[src/rtl/recir_lane_dist.sv]
// recir_lane_dist: round-robin word distributor over NF FIFOs; a word aimed at a full FIFO is
// held and retried (RECIRC) until that FIFO frees, and a run of IDLE_RUN idle words parks the block.
module recir_lane_dist #(
  parameter int BW = 8,
  parameter int NF = 4,
  parameter logic [BW-1:0] IDLE_SYM = BW'(8'h7C),
  parameter int IDLE_RUN = 4,
  localparam int PW = $clog2(NF)
) (
  input  logic          clock,
  input  logic          reset,
  input  logic [BW-1:0] data_in,
  input  logic          valid_in,
  input  logic [NF-1:0] fifo_full,
  output logic          in_ready,
  output logic [NF-1:0] push,
  output logic [BW-1:0] push_data,
  output logic [PW-1:0] ptr,
  output logic [1:0]    state,
  output logic          idle_flag,
  output logic [15:0]   recirc_cnt
);
  typedef enum logic [1:0] {IDLE = 2'b00, ACTIVE = 2'b01, RECIRC = 2'b10} st_t;
  localparam logic [7:0] IR = 8'(IDLE_RUN);
  st_t st_q, st_d;
  logic [PW-1:0] ptr_d, ptr_nxt;
  logic [NF-1:0] push_d, sel;
  logic [BW-1:0] pdata_d, hold, hold_d;
  logic [7:0] icnt_q, icnt_d, icnt_inc;
  logic [15:0] rcnt_d;
  logic acc, is_idle, tgt_full;
  assign state = st_q;
  assign in_ready = st_q != RECIRC;
  assign idle_flag = st_q == IDLE;
  assign acc = valid_in && in_ready;
  assign is_idle = data_in == IDLE_SYM;
  assign tgt_full = fifo_full[ptr];
  assign ptr_nxt = (ptr == PW'(NF - 1)) ? '0 : ptr + PW'(1);
  assign sel = NF'(1) << ptr;
  assign icnt_inc = (icnt_q >= IR) ? IR : icnt_q + 8'd1;
  always_comb begin
    st_d = st_q;
    ptr_d = ptr;
    push_d = '0;
    pdata_d = push_data;
    hold_d = hold;
    icnt_d = icnt_q;
    rcnt_d = recirc_cnt;
    case (st_q)
      RECIRC: begin
        if (tgt_full) rcnt_d = recirc_cnt + {15'd0, recirc_cnt != 16'hFFFF};
        else begin
          push_d = sel;
          pdata_d = hold;
          ptr_d = ptr_nxt;
          st_d = ACTIVE;
        end
      end
      IDLE, ACTIVE: begin
        if (acc && is_idle) begin
          icnt_d = icnt_inc;
          st_d = (icnt_inc == IR) ? IDLE : st_q;
          ptr_d = (icnt_inc == IR) ? '0 : ptr;
        end else if (acc) begin
          icnt_d = '0;
          if (tgt_full) begin
            hold_d = data_in;
            st_d = RECIRC;
          end else begin
            push_d = sel;
            pdata_d = data_in;
            ptr_d = ptr_nxt;
            st_d = ACTIVE;
          end
        end
      end
      default: st_d = IDLE;
    endcase
  end
  always_ff @(posedge clock) begin
    if (reset) begin
      st_q <= IDLE;
      ptr <= '0;
      push <= '0;
      push_data <= '0;
      hold <= '0;
      icnt_q <= '0;
      recirc_cnt <= '0;
    end else begin
      st_q <= st_d;
      ptr <= ptr_d;
      push <= push_d;
      push_data <= pdata_d;
      hold <= hold_d;
      icnt_q <= icnt_d;
      recirc_cnt <= rcnt_d;
    end
  end
endmodule
[config.mk]
export PLATFORM = sky130hd
export DESIGN_NAME = recir_lane_dist
export DESIGN_NICKNAME = d
export VERILOG_FILES = /design/src/rtl/recir_lane_dist.sv
export SDC_FILE = /design/constraint.sdc
export NUM_CORES = 1
export LEC_CHECK = 0
export BUFFER_PORTS_ARGS = -buffer_cell sky130_fd_sc_hd__buf_2
export CAP_MARGIN = 20
export CORE_MARGIN = 3
export CORE_UTILIZATION = 54
export DETAILED_ROUTE_END_ITERATION = 10
export PLACE_DENSITY = 0.87
export SLEW_MARGIN = 20
export SYNTH_ARGS = -nofsm -noshare
export SYNTH_HDL_FRONTEND = slang
export SYNTH_SLANG_ARGS = --single-unit
[constraint.sdc]
create_clock -name clock -period 2.4 [get_ports clock]
set_input_delay 0 -clock clock [delete_from_list [all_inputs] [get_ports clock]]
set_output_delay 0 -clock clock [all_outputs]
set_load 0.005 [all_outputs]
Word level (Yosys, flattened, before mapping) --
Cells that the tools add are included.
Cells by class: $add $sub $neg 3, multiply operators 0, divide/modulo/power cells 0, magnitude comparators 2, equality and inequality tests 13, shift-type cells 1, muxes and demuxes 25, bitwise logic cells 1, reduce and logical (&&, ||, !) cells 12
Operators with widths (count):
- 8-bit two-way mux | 7
- 2-bit two-way mux | 9
- 16-bit by 1-bit adder with 16-bit output | 1
- 16-bit != test, second input constant | 1
- 8-bit one-hot mux with 2 select lines | 1
- 4-bit two-way mux | 3
- 2-bit != test, second input constant | 5
- 8-bit by 1-bit adder with 8-bit output, second input constant | 1
- 8-bit by 3-bit equality test with 1-bit output, second input constant | 1
- 8-bit by 7-bit equality test with 1-bit output, second input constant | 1
- 8-bit by 3-bit >= comparator with 1-bit output, second input constant | 1
- 2-bit one-hot mux with 2 select lines | 2
- 4-bit one-hot mux with 2 select lines | 1
- 3-bit != test, second input constant | 2
- 3-bit AND reduction | 2
- 5-bit AND reduction | 1
- 2-bit equality test, second input constant | 2
- 2-bit AND reduction | 2
- 4-bit AND reduction | 1
- 2-bit nonzero test | 2
- 1-bit by 2-bit left shift with 4-bit output, first input constant | 1
- 2-bit by 3-bit less-than comparator with 1-bit output, second input constant | 1
- 2-bit by 1-bit adder with 2-bit output, second input constant | 1
- 1-bit binary-select mux with 2-bit select | 1
- other kinds (6) | 7
Storage, ports and cells: flip-flop bits (word level) 48, bits in latches 0, memory bits (writable) 0, bits in read-only memories 0, input port bits 15, output and inout bits 34, logic and storage cells 64, memories kept 0

Depth between registers and ports, before layout --
depth in word-level cells 6, mapped depth 11, mapped depth without buffers 9

Worst setup path after synthesis --
Ideal clock, no wire load.
path kind register to register, from register recirc_cnt[5], to register recirc_cnt[14], library setup time 0.070 ns, data arrival time 2.088 ns, data required time 2.330 ns, path slack 0.241 ns, stages on the path, launching flop included 12, path buffers 2, period minus slack after synthesis 2.159 ns, path through dfxtp_1 -> and4_1 -> buf_2 -> nand2_1 -> clkbuf_1 -> nor2_1 -> nand4_1 -> ha_1 -> ha_1 -> nand3_4 -> or4_1 -> a21oi_1
On the way: word-level cells in the longest chain between the ends 2
Ends and longest elaborated chain:
- start: declaration | line 21 | output logic [15:0] recirc_cnt
- start signal: assignment | line 96 | recirc_cnt <= rcnt_d;
- 16-bit != test | line 51 | if (tgt_full) rcnt_d = recirc_cnt + {15'd0, recirc_cnt != 16'hFFFF};
- 16-bit by 1-bit adder with 16-bit output (*) | line 51
Every way passes the cells marked *; elsewhere a longest branch is shown, timed or not. A chain may end at the register's enable or synchronous reset.

Worst setup path after layout --
from register recirc_cnt[5], to register recirc_cnt[11]
The elaborated chain is that of the path after synthesis.

==> reports/qor.txt <==
run status: finished, final reports clean
die boundary width: 71.1 um
number of buffers created by CTS: 5
CTS tree: built
Post-synth top flop: sky130_fd_sc_hd__dfxtp_1
instance count of the mapped netlist: 246
via count: 2013
share of async-settable or async-resettable flops after synthesis: 0%
shortest clock period the worst path allows after layout: 2.10 ns
Critical Path RT: 2.63 ns
master cell of the clock root buffer: sky130_fd_sc_hd__clkbuf_8
WS Path Type: reg -> reg
number of detailed-route iterations in the first pass: 4
max capacitance violation total: 0
Internal Power: 0.00117 W
crit start category: flip-flop
Fill cells: 336
final cell count without fillers: 351
unique cell type count in the Yosys netlist: 44
maximum ir drop on the vdd rail: 349 uV
io pins: 49
vias per inst: 5.74
global-route wire length before repair: 9.16 mm
final clock skew: 0.00473 ns
reg-to-reg startpoint: recirc_cnt[5]$_SDFFE_PP0P_
worst flop-to-flop path endpoint: recirc_cnt[11]$_SDFFE_PP0P_
buffers from clock root to sink, at most: 2
switching power summed over all nets: 0.000425 W
part of the power in registers: 53.5%
arrival time of the worst setup path: 2.34 ns
setup repair after global routing missed its margin: no
Clock Power Share: 31.2%
post-route clock period utilization: 87.6%
synth warn: 0
worst min-delay path class: in -> reg
Hold Path Origin: valid_in
post-layout power: 0.00160 W
multi-input logic area: 1190 um2
DRC errors left: 0
number of input and output port buffers inserted: 48
area enclosed by the die boundary: 5050 um2
met3 Track Usage GR: 4.97%
total routing resource utilization after global routing: 22.8%
Iter 0 DRT Violations: 148
FP Rows: 23
Setup TNS Final: 0 ns
via count of the first global-routing pass: 1910
starting utilization of the core area: 56.4%
final WL: 5.32 mm
worst hold endpoint: state[0]$_SDFFE_PP0P_
Num Clock Sinks: 48
post-synthesis register bit count: 48
GR Layer Usage met2: 37.3%
antenna diode instance count: 0
area added between synthesis and finish: 19.6%
Switching Share: 26.6%
sequential element share of the synthesized area: 42.0%
CP endpoint kind: flip-flop
Synth Net Count: 269
worst-path fanout max: 10
final RePlAce weighted congestion: 0.802
number of antenna violations at the first check in global routing: 0
Achievable Freq: 476 MHz
routed len/inst: 15.1 um
share of final-layout standard cells stronger than drive strength 1: 25.6%
Worst R2R Path Depth: 9
power share of the combinational group: 15.3%
height of the die: 71.1 um
placed insts: 335
final hold vios: 0
Post-Syn Area per Cell: 9.30 um2
largest net degree at the start of global routing: 44
nets@finish: 323
hold path cells: 4
global-route track usage on met1: 29.2%
setup slack, reg-to-reg: 0.30 ns
Post-synth EDFFs: 0
antenna-violating nets left: 0
clock latency on the worst-skew pair: 0.31 ns
sequential cell area: 961 um2
global route overflow: 0
max-slew violation count: 0
core region area: 4060 um2
Worst Hold Margin: 0.0470 ns
total setup buffers inserted after CTS: 0
netlist area before placement: 2290 um2
DPL Wire Length: 3.58 mm
pin slew with the least headroom to its limit: 0.588 ns
leakage power summed over all cells: 1.16 nW
final setup fails: 0
most utilized layer in the global route result: met2
end-of-flow core utilization: 67.4%
Max transition margin: 60.5%
clock edge transition at the registers on the reported setup and hold paths: 0.09 ns
power density normalized to cell area: 584 nW/um2
H-Tree Depth: 2
[placed cells by master, fill, tap and decap left out, drive strengths merged, types with 7 or more instances in the layout]
master | netlist | layout
nand4 | 10 | 10
dlygate4sd3 | 0 | 8
mux2i | 11 | 11
mux2 | 8 | 8
buf | 8 | 54
o21ai | 7 | 7
nor2 | 16 | 16
ha | 8 | 8
a211oi | 17 | 17
nand2 | 8 | 8
dfxtp | 48 | 48
inv | 17 | 17
a21oi | 19 | 19
[cell families (layout without fill, tap and decap cells)]
logic type,Yosys count,after routing,synth area share (%)
fa+ha+maj,8,8,4.38
buf+inv,32,87,5.96
compound gates,55,55,15.4
mux,20,20,9.74
simple gates,78,78,20.6
xor+xnor,5,5,1.91
flops,48,48,42.0
[per-layer routing]
| layer | up-vias | share of wire, % |
|---|---|---|
| li1 | 1003 | - |
| met1 | 946 | 45 |
| met2 | 51 | 49 |
| met3 | 13 | 4.5 |
| met4 | 0 | 2.4 |
| met5 | - | 0 |
[sequential cells by signal, summed over array words and instances, names as in the netlist]
name,count
ptr,2
icnt_q,8
recirc_cnt,16
push,4
hold,8
push_data,8
state,2
[cell type report]
cell class              count  area share (%)
flip-flops and latches     48            35.1
multi-input cells         166            43.5
clock inverters             2           0.366
clock buffers               6            3.02
well taps                  50            2.29
repair buffers             62            13.4
inverters                  17            2.33
[synth_stat cells (2+ instances only)]
master                     count  area [um2]
sky130_fd_sc_hd__dfxtp_1      48         961
sky130_fd_sc_hd__a21oi_1      19        95.1
sky130_fd_sc_hd__a211oi_1     17         128
sky130_fd_sc_hd__inv_1        17        63.8
sky130_fd_sc_hd__nor2_1       16        60.1
sky130_fd_sc_hd__mux2i_1      11         110
sky130_fd_sc_hd__nand4_1      10        62.6
sky130_fd_sc_hd__ha_1          8         100
sky130_fd_sc_hd__mux2_2        8        90.1
sky130_fd_sc_hd__nand2_1       8        30.0
sky130_fd_sc_hd__clkbuf_1      7        26.3
sky130_fd_sc_hd__and3_1        6        37.5
sky130_fd_sc_hd__o21ai_0       6        30.0
sky130_fd_sc_hd__or3_1         6        37.5
sky130_fd_sc_hd__nor3b_1       5        37.5
sky130_fd_sc_hd__o31ai_1       5        37.5
sky130_fd_sc_hd__or4_1         5        37.5
sky130_fd_sc_hd__xor2_1        5        43.8
sky130_fd_sc_hd__buf_2         4        20.0
sky130_fd_sc_hd__nand3_1       4        20.0
sky130_fd_sc_hd__and2_1        3        18.8
sky130_fd_sc_hd__and4_1        2        17.5
sky130_fd_sc_hd__buf_1         2        7.51
sky130_fd_sc_hd__nor2b_1       2        12.5
sky130_fd_sc_hd__o211ai_1      2        15.0
sky130_fd_sc_hd__or2_2         2        12.5
[worst max-delay path, cell delays in order, from the launching register on]
cell,delay (ns)
sky130_fd_sc_hd__dfxtp_1,0.34
sky130_fd_sc_hd__and4_1,0.29
sky130_fd_sc_hd__nand2_1,0.12
sky130_fd_sc_hd__nor2_1,0.05
sky130_fd_sc_hd__nand4_1,0.08
sky130_fd_sc_hd__ha_1,0.17
sky130_fd_sc_hd__and2_1,0.20
sky130_fd_sc_hd__nand3_2,0.17
sky130_fd_sc_hd__or4_1,0.44
sky130_fd_sc_hd__a21oi_1,0.16
[worst max-delay path by stage]
| stage | to | start | slack (ns) | depth (start not counted) |
|---|---|---|---|---|
| finish | recirc_cnt[11]$_SDFFE_PP0P_ | recirc_cnt[5]$_SDFFE_PP0P_ | 0.30 | 9 |
| CTS | recirc_cnt[15]$_SDFFE_PP0P_ | recirc_cnt[5]$_SDFFE_PP0P_ | 0.30 | 9 |
| detailed placement | recirc_cnt[11]$_SDFFE_PP0P_ | recirc_cnt[5]$_SDFFE_PP0P_ | 0.34 | 9 |
| floorplan | recirc_cnt[14]$_SDFFE_PP0P_ | recirc_cnt[5]$_SDFFE_PP0P_ | 0.24 | 11 |
| global route | recirc_cnt[11]$_SDFFE_PP0P_ | recirc_cnt[4]$_SDFFE_PP0P_ | 0.11 | 9 |
| global placement | recirc_cnt[15]$_SDFFE_PP0P_ | recirc_cnt[5]$_SDFFE_PP0P_ | 0.38 | 9 |
[power by group through the flow]
| stage | clock (W) | sequential, W | combinational [W] |
|---|---|---|---|
| global placement | 0 | 0.000870 | 0.000222 |
| CTS | 0.000505 | 0.000852 | 0.000241 |
| global route | 0.000540 | 0.000858 | 0.000270 |
| finish | 0.000498 | 0.000854 | 0.000245 |
| floorplan | 0 | 0.000871 | 0.000153 |
| detailed placement | 0 | 0.000870 | 0.000230 |
[per-stage QoR]
| step | setup WS, ns | cell area, um2 |
|---|---|---|
| 2_1_floorplan | 0.241 | 2290 |
| 3_3_place_gp | 0.382 | 2560 |
| 3_5_place_dp | 0.336 | 2560 |
| 4_1_cts | 0.298 | 2740 |
| 5_1_grt | 0.106 | 2740 |
| 6_report | 0.298 | 2740 |
[timing repair]
action,CTS,global route
gates resized for setup,0,0
hold endpoints to repair,8,0
setup endpoints to repair,0,0
hold buffers,8,0
No activity file was read; power rests on OpenSTA's default activity.
